## src/rtl/fifo_uart_tx.sv

```systemverilog
// fifo_uart_tx
//   Drains bytes from an 8-bit synchronous FIFO (rd/empty/datao interface with
//   registered datao) and serialises each one onto an asynchronous-serial line:
//   1 start bit, 8 data bits LSB first, optional even-parity bit, 1 stop bit.
//   Single clock domain, asynchronous active-high reset.
//
//   Build option: define PARITY_EN to insert an even-parity bit between the
//   last data bit and the stop bit (11-bit frames instead of 10).
//
// Parameters
//   CLKS_PER_BIT  clock cycles per serial bit (2..255)
//   DATA_W        FIFO data width (fixed at 8)
//
// Ports
//   clk        system clock, rising-edge active
//   res        asynchronous active-high reset
//   tx_en      permits new FIFO fetches; a frame in progress always completes
//   empty      FIFO empty flag, sampled only while idle
//   fifo_data  FIFO datao, valid the cycle after rd is sampled
//   rd         FIFO read strobe, registered one-cycle pulse
//   txd        serial output, registered, idle high
//   busy       high whenever the transmitter is not idle
//   frame_cnt  completed-frame counter, wraps 255 -> 0
module fifo_uart_tx #(
  parameter int unsigned CLKS_PER_BIT = 4,
  parameter int unsigned DATA_W       = 8
) (
  input  logic              clk,
  input  logic              res,
  input  logic              tx_en,
  input  logic              empty,
  input  logic [DATA_W-1:0] fifo_data,
  output logic              rd,
  output logic              txd,
  output logic              busy,
  output logic [7:0]        frame_cnt
);

  localparam int unsigned BAUD_W = (CLKS_PER_BIT < 2) ? 1 : $clog2(CLKS_PER_BIT);
  localparam logic [BAUD_W-1:0] BAUD_LAST = BAUD_W'(CLKS_PER_BIT - 1);

  typedef enum logic [2:0] {
    S_IDLE,
    S_REQ,
    S_WAIT,
    S_START,
    S_DATA,
`ifdef PARITY_EN
    S_PAR,
`endif
    S_STOP
  } state_t;

  state_t              r_state;
  logic [BAUD_W-1:0]   r_baud;
  logic [2:0]          r_bit_idx;
  logic [DATA_W-1:0]   r_shift;
  logic                r_txd;
  logic                r_rd;
  logic [7:0]          r_frame_cnt;
`ifdef PARITY_EN
  logic                r_parity;
  logic                w_parity_nxt;
`endif

  state_t              w_state_nxt;
  logic [BAUD_W-1:0]   w_baud_nxt;
  logic [2:0]          w_bit_idx_nxt;
  logic [DATA_W-1:0]   w_shift_nxt;
  logic                w_txd_nxt;
  logic                w_rd_nxt;
  logic [7:0]          w_frame_cnt_nxt;
  logic                w_bit_end;

  assign w_bit_end = (r_baud == BAUD_LAST);

  always_ff @(posedge clk or posedge res) begin
    if (res) begin
      r_state     <= S_IDLE;
      r_baud      <= '0;
      r_bit_idx   <= '0;
      r_shift     <= '0;
      r_txd       <= 1'b1;
      r_rd        <= 1'b0;
      r_frame_cnt <= '0;
`ifdef PARITY_EN
      r_parity    <= 1'b0;
`endif
    end else begin
      r_state     <= w_state_nxt;
      r_baud      <= w_baud_nxt;
      r_bit_idx   <= w_bit_idx_nxt;
      r_shift     <= w_shift_nxt;
      r_txd       <= w_txd_nxt;
      r_rd        <= w_rd_nxt;
      r_frame_cnt <= w_frame_cnt_nxt;
`ifdef PARITY_EN
      r_parity    <= w_parity_nxt;
`endif
    end
  end

  // txd is registered: each branch computes the line level for the NEXT cycle,
  // so every bit boundary preloads the following bit onto the output.
  always_comb begin
    w_state_nxt     = r_state;
    w_baud_nxt      = r_baud;
    w_bit_idx_nxt   = r_bit_idx;
    w_shift_nxt     = r_shift;
    w_txd_nxt       = r_txd;
    w_rd_nxt        = 1'b0;
    w_frame_cnt_nxt = r_frame_cnt;
`ifdef PARITY_EN
    w_parity_nxt    = r_parity;
`endif

    case (r_state)
      S_IDLE: begin
        w_txd_nxt  = 1'b1;
        w_baud_nxt = '0;
        if (tx_en && !empty) begin
          w_state_nxt = S_REQ;
          w_rd_nxt    = 1'b1;
        end
      end

      // FIFO samples rd at the edge ending this cycle; datao is valid in WAIT.
      S_REQ: begin
        w_state_nxt = S_WAIT;
      end

      S_WAIT: begin
        w_shift_nxt   = fifo_data;
`ifdef PARITY_EN
        w_parity_nxt  = ^fifo_data;
`endif
        w_bit_idx_nxt = '0;
        w_baud_nxt    = '0;
        w_txd_nxt     = 1'b0;
        w_state_nxt   = S_START;
      end

      S_START: begin
        if (w_bit_end) begin
          w_baud_nxt  = '0;
          w_txd_nxt   = r_shift[0];
          w_state_nxt = S_DATA;
        end else begin
          w_baud_nxt = r_baud + 1'b1;
        end
      end

      S_DATA: begin
        if (w_bit_end) begin
          w_baud_nxt  = '0;
          w_shift_nxt = {1'b0, r_shift[DATA_W-1:1]};
          if (r_bit_idx == 3'd7) begin
`ifdef PARITY_EN
            w_txd_nxt   = r_parity;
            w_state_nxt = S_PAR;
`else
            w_txd_nxt   = 1'b1;
            w_state_nxt = S_STOP;
`endif
          end else begin
            w_bit_idx_nxt = r_bit_idx + 3'd1;
            w_txd_nxt     = r_shift[1];
          end
        end else begin
          w_baud_nxt = r_baud + 1'b1;
        end
      end

`ifdef PARITY_EN
      S_PAR: begin
        if (w_bit_end) begin
          w_baud_nxt  = '0;
          w_txd_nxt   = 1'b1;
          w_state_nxt = S_STOP;
        end else begin
          w_baud_nxt = r_baud + 1'b1;
        end
      end
`endif

      S_STOP: begin
        if (w_bit_end) begin
          w_baud_nxt      = '0;
          w_txd_nxt       = 1'b1;
          w_frame_cnt_nxt = r_frame_cnt + 8'd1;
          w_state_nxt     = S_IDLE;
        end else begin
          w_baud_nxt = r_baud + 1'b1;
        end
      end

      default: begin
        w_txd_nxt   = 1'b1;
        w_state_nxt = S_IDLE;
      end
    endcase
  end

  assign rd        = r_rd;
  assign txd       = r_txd;
  assign busy      = (r_state != S_IDLE);
  assign frame_cnt = r_frame_cnt;

endmodule

```

## config.mk

```make
export PLATFORM = sky130hd
export DESIGN_NAME = fifo_uart_tx
export DESIGN_NICKNAME = d
export VERILOG_FILES = /design/src/rtl/fifo_uart_tx.sv
export SDC_FILE = /design/constraint.sdc
export NUM_CORES = 1
export LEC_CHECK = 0
export ABC_AREA = 0
export CORE_MARGIN = 2
export CORE_UTILIZATION = 50
export CTS_BUF_LIST = sky130_fd_sc_hd__clkbuf_8
export DETAILED_ROUTE_END_ITERATION = 10
export DONT_BUFFER_PORTS = 1
export PLACE_DENSITY = 0.68
export REMOVE_ABC_BUFFERS = 1
export SYNTH_ARGS = -nofsm -noshare
export SYNTH_HDL_FRONTEND = slang
export SYNTH_SLANG_ARGS = --single-unit
```

## constraint.sdc

```tcl
create_clock -name clk -period 1.7 [get_ports clk]
set_input_delay 0.425 -clock clk [delete_from_list [all_inputs] [get_ports clk]]
set_output_delay 0.425 -clock clk [all_outputs]
set_load 0.05 [all_outputs]
```

# == Word-level counts from Yosys, hierarchy flattened ==
# Cells that the tools add are included.
# totals
regBits,26
in_bits,12
out_inout_bits,11
wordCells,57
# op_classes
n_addsub,3
n_eq_ne,13
n_mux,20
bitwise_logic,1
reduce_logical,13
# ops
cell,count
$mux 3,7
$pmux 3 s6,1
$pmux 8 s2,1
$ne 2x2->1 const B,6
$eq 3x3->1 const B,3
$add 8x1->8 const B,1
$mux 8,1
$eq 3x2->1 const B,2
$mux 1,6
$pmux 3 s2,1
$pmux 1 s5,1
$reduce_and 5->1,1
$pmux 2 s2,1
$reduce_and 2->1,2
$reduce_and 4->1,1
$reduce_bool 2->1,2
$add 3x1->3 const B,1
$eq 3x1->1 const B,1
$logic_not 3->1,1
$reduce_and 3->1,1
$reduce_bool 3->1,1
$reduce_or 3->1,1
$add 2x1->2 const B,1
$eq 2x2->1 const B,1
5 further kinds,5

# == Longest topological paths before layout ==
# depth
word_depth,4
mapped_depth,7

# == Worst setup path before layout ==
# No wires, ideal clock.
# synth_timing
kind,reg-to-reg
start,reg r_baud[0]
end,"reg r_frame_cnt[5], in the netlist frame_cnt[5]"
setup_time_ns,0.141
t_arrival_ns,1.471
slack_ns,0.088
stages_incl_launch_ff,8
n_path_buf,2
period_less_slack_ns,1.612
path_cell_list,dfrtp_1 -> ha_1 -> buf_2 -> and4b_1 -> buf_4 -> and4_4 -> nand3_2 -> xnor2_1
# synth_between
elab_chain_cells,2
# synth_rtl
item,line_no,source
"start, declared",55,logic [BAUD_W-1:0] r_baud;
"start signal, assigned",91,r_baud <= w_baud_nxt;
$eq 2x2->1,75,assign w_bit_end = (r_baud == BAUD_LAST);
$reduce_and 2->1 (no line),n/a,
"end signal, assigned",96,r_frame_cnt <= w_frame_cnt_nxt;
"end, declared",60,logic [7:0] r_frame_cnt;
# Every way passes these cells.
# A chain may end at the register's enable or synchronous reset.

# == Worst setup path after layout ==
# layout_timing
start,reg r_baud[0]
end,reg r_bit_idx[0]
# layout_between
elab_chain_cells,3
# layout_rtl
item,line_no,source
$eq 2x2->1,75,
$ne 2x2->1 (no line),n/a,
$reduce_and 3->1 (no line),n/a,
"end signal, assigned",92,r_bit_idx <= w_bit_idx_nxt;
"end, declared",56,logic [2:0] r_bit_idx;
# Every way passes these cells.

==> qor.yml <==
run_status:
  status: "finished, final reports clean"
routing:
  routed_wl_mm: 2.53
  ant_nets: 0
  drtPass1Iterations: 4
  drtIter0Drc: 63
  drc: 0
  via_count: 1023
  via_per_inst: 5.56
  wl_per_cell_um: 13.8
power_and_ir_drop:
  p_per_area_nw_per_um2: 1170
  ir_worst_vdd_uv: 833
  p_leak_nw: 0.730
clock_tree:
  htreeDepth: 1
  cts_buffers: 3
  path_clk_slew_ns: 0.09
  cts_sinks: 26
  cts_root_buf: "clkbuf_8"
  clk_path_buf_depth: 2
  cts_tree: "built"
  clk-insertion-delay-late_ns: 0.27
critical_path:
  slowest_delay_ns: 0.43
  required_ns: 1.86
  cp_max_fo: 6
  crit_chain: "ha_1, buf_4, nand3b_1, a21oi_2, mux2_2"
  critical_path_arrival_ns: 1.79
  end_kind: "flop"
  worstSetupPathType: "reg2reg"
  cp_slowest_cell: "dfrtp_1"
  cp-start-kind: "flop"
placement:
  placed_cell_area_sq_um: 1480
  place_hpwl_mm: 1.83
  port_buffers: 0
  gp_congestion: 0.781
timing:
  fin_skew_ns: 0.00184
  setup_violations: 0
  maxSlewViolCount: 0
  rsz0062_at_grt: "false"
  fmax_mhz: 614
  timing.final.crit_share_pct: 95.8
  tns_ns: 0
  relSlewSlack_pct: 63.8
  worst_pin_slew_ns: 0.544
  hold_viol: 0
  period_minus_slack_ns: 1.63
floorplan:
  core_sq_um: 2540
  fp.dieH_um: 56.4
  die_w_um: 56.4
  std_cell_rows: 18
  start_util_pct: 53.9
  dieArea_sq_um: 3180
  ios: 23
cells_and_area:
  area_growth_pct: 13.8
  seq_area_sq_um: 652
  n_antenna_cell: 0
  fillerInstances: 207
  final_util_pct: 61.4
  nets: 172
  multi_input_area_sq_um: 659
  stdcell_area_sq_um: 1560
  drive_gt1_share_pct: 23.4
global_routing:
  grtUsageMet2_pct: 27.4
  grt_pass1_vias: 922
  grt.overflow.total: 0
  use_met3_pct: 4.38
  grt_use_met1_pct: 22.6
  grt_use_total_pct: 17.2
  antenna_found_initial: 0
  grt_most_used_layer: "met2"
  grt_pass1_wl_mm: 4.16
  grt_max_degree: 16
synthesis:
  synth_top_family_by_area: "simple AND/OR/NAND/NOR gates"
  synth-seq-cells: 26
  synth_fa_ha_area_share_pct: 4.56
  yosysWarnings: 0
  synth_compound_area_share_pct: 11.4
  yosys.area_share.simple_pct: 20.2
  synth_top_area_cell: "dfrtp_1"
  synthXorXnorAreaFrac_pct: 4.47
  syn_area_sq_um: 1370
  yosysUniqueCellTypes: 35
  synth_top_cell_area_share_pct: 45.6
  netlist_top_cells_area: "dfrtp_1, nand2_1, ha_1, mux2i_1, nor2_1"
  seq_area_frac_synth_pct: 47.5
  syn_inst: 140
  muxShareOfSynthArea_pct: 6.11
  avgSynthCellArea_sq_um: 9.80
hold_path:
  hold_class: "in2async"
run:
  cap_violations: 0
-- layout make-up --
type / instances / share of cell area, %
Timing Repair Buffer: 18 / 8.65
Sequential cell: 26 / 41.7
Inverter: 6 / 1.44
Tap cell: 30 / 2.40
Multi-Input combinational cell: 100 / 42.2
Clock buffer: 4 / 3.53
-- registers in the layout (all words and copies together), names as in the netlist --
name       flops
r_state        3
txd            1
r_bit_idx      3
rd             1
frame_cnt      8
r_shift        8
r_baud         2
-- final timing paths --
path | from | end | slack (ns) | cells after the start
min reg2reg | frame_cnt[5]$_DFFE_PP0P_ | frame_cnt[5]$_DFFE_PP0P_ | 0.50 | 1
max reg2reg | r_baud[0]$_DFFE_PP0P_ | r_bit_idx[0]$_DFFE_PP0P_ | 0.07 | 5
max in group asynchronous | res | txd$_DFFE_PP1P_ | 1.39 | 2
max | r_baud[0]$_DFFE_PP0P_ | r_bit_idx[0]$_DFFE_PP0P_ | 0.07 | 5
min in group clk | empty | rd$_DFF_PP0_ | 0.21 | 1
min | res | frame_cnt[7]$_DFFE_PP0P_ | 0.04 | 2
-- synthesized netlist by cell type, drive strengths merged --
cell,count
o32ai,1
xnor2,5
xor2,2
mux2i,5
nor2,12
nand2,26
a2bb2oi,1
and3,2
nand4,2
nand3b,2
nor3,3
o22ai,1
and4b,1
buf,8
nor2b,1
a21oi,8
o31ai,1
ha,5
mux2,3
inv,6
dfrtp,25
a22o,1
and2b,1
nand3,2
dfstp,1
nor3b,1
nand2b,1
a31oi,7
and4,1
o21ai,5
-- report_power, final --
group	internal, mW	switching, mW	total (mW)	leakage (nW)
logic	0.263	0.273	0.536	0.382
registers	0.743	0.152	0.895	0.318
clock network	0.207	0.190	0.397	0.0288
-- timing repair --
item / 4_1_cts / 5_1_grt
pin swaps: 0 / 1
setup endpoints to repair: 1 / 5
gates resized for setup: 2 / 3
hold buffers: 0 / 0
setup buffers: 0 / 1
-- per-stage QoR --
| step | instances | hold slack (ns) | worst slack [ns] | power (mW) |
|---|---|---|---|---|
| after floorplan | 132 | 0.464 | 0.0741 | 1.26 |
| after global placement | 179 | 0.328 | 0.142 | 1.40 |
| after CTS | 183 | 0.0451 | 0.00343 | 1.82 |
| final | 184 | 0.0391 | 0.0714 | 1.83 |
| after global routing | 184 | 0.0634 | 0.00510 | 1.95 |
| after detailed placement | 179 | 0.334 | 0.0520 | 1.42 |
-- critical path: cells and delay by family (launching register included) --
family / cells / cell delay, ns
compound gates: 1 / 0.18
fa+ha+maj: 1 / 0.30
buf+inv: 1 / 0.16
flops: 1 / 0.43
mux: 1 / 0.35
simple gates: 1 / 0.09
-- per-layer routing --
metal | wire (um) | vias to the layer above
met4 | 27 | 0
met3 | 106 | 4
met5 | 0 | -
met1 | 1160 | 492
met2 | 1230 | 17
li1 | - | 510
-- logic make-up (layout without fill, tap and decap cells) --
kind of cell,after synthesis,count (layout)
compound gates,25,25
xor+xnor,7,7
fa+ha+maj,5,5
buf+inv,14,28
flops,26,26
mux,8,8
simple gates,55,55
-- placed cells by master (no fill, tap or decap), types with 3 or more instances in the layout --
cell type,netlist,routed
ha_1,5,4
a21oi_1,6,6
clkbuf_8,0,4
mux2i_1,5,5
nor2_1,12,11
o21ai_0,5,5
nand2_1,26,25
a31oi_1,7,7
xnor2_1,5,5
buf_4,4,18
mux2_2,3,3
dfrtp_1,25,25
inv_1,5,5
Note: power is estimated with default switching activity, not from simulation.
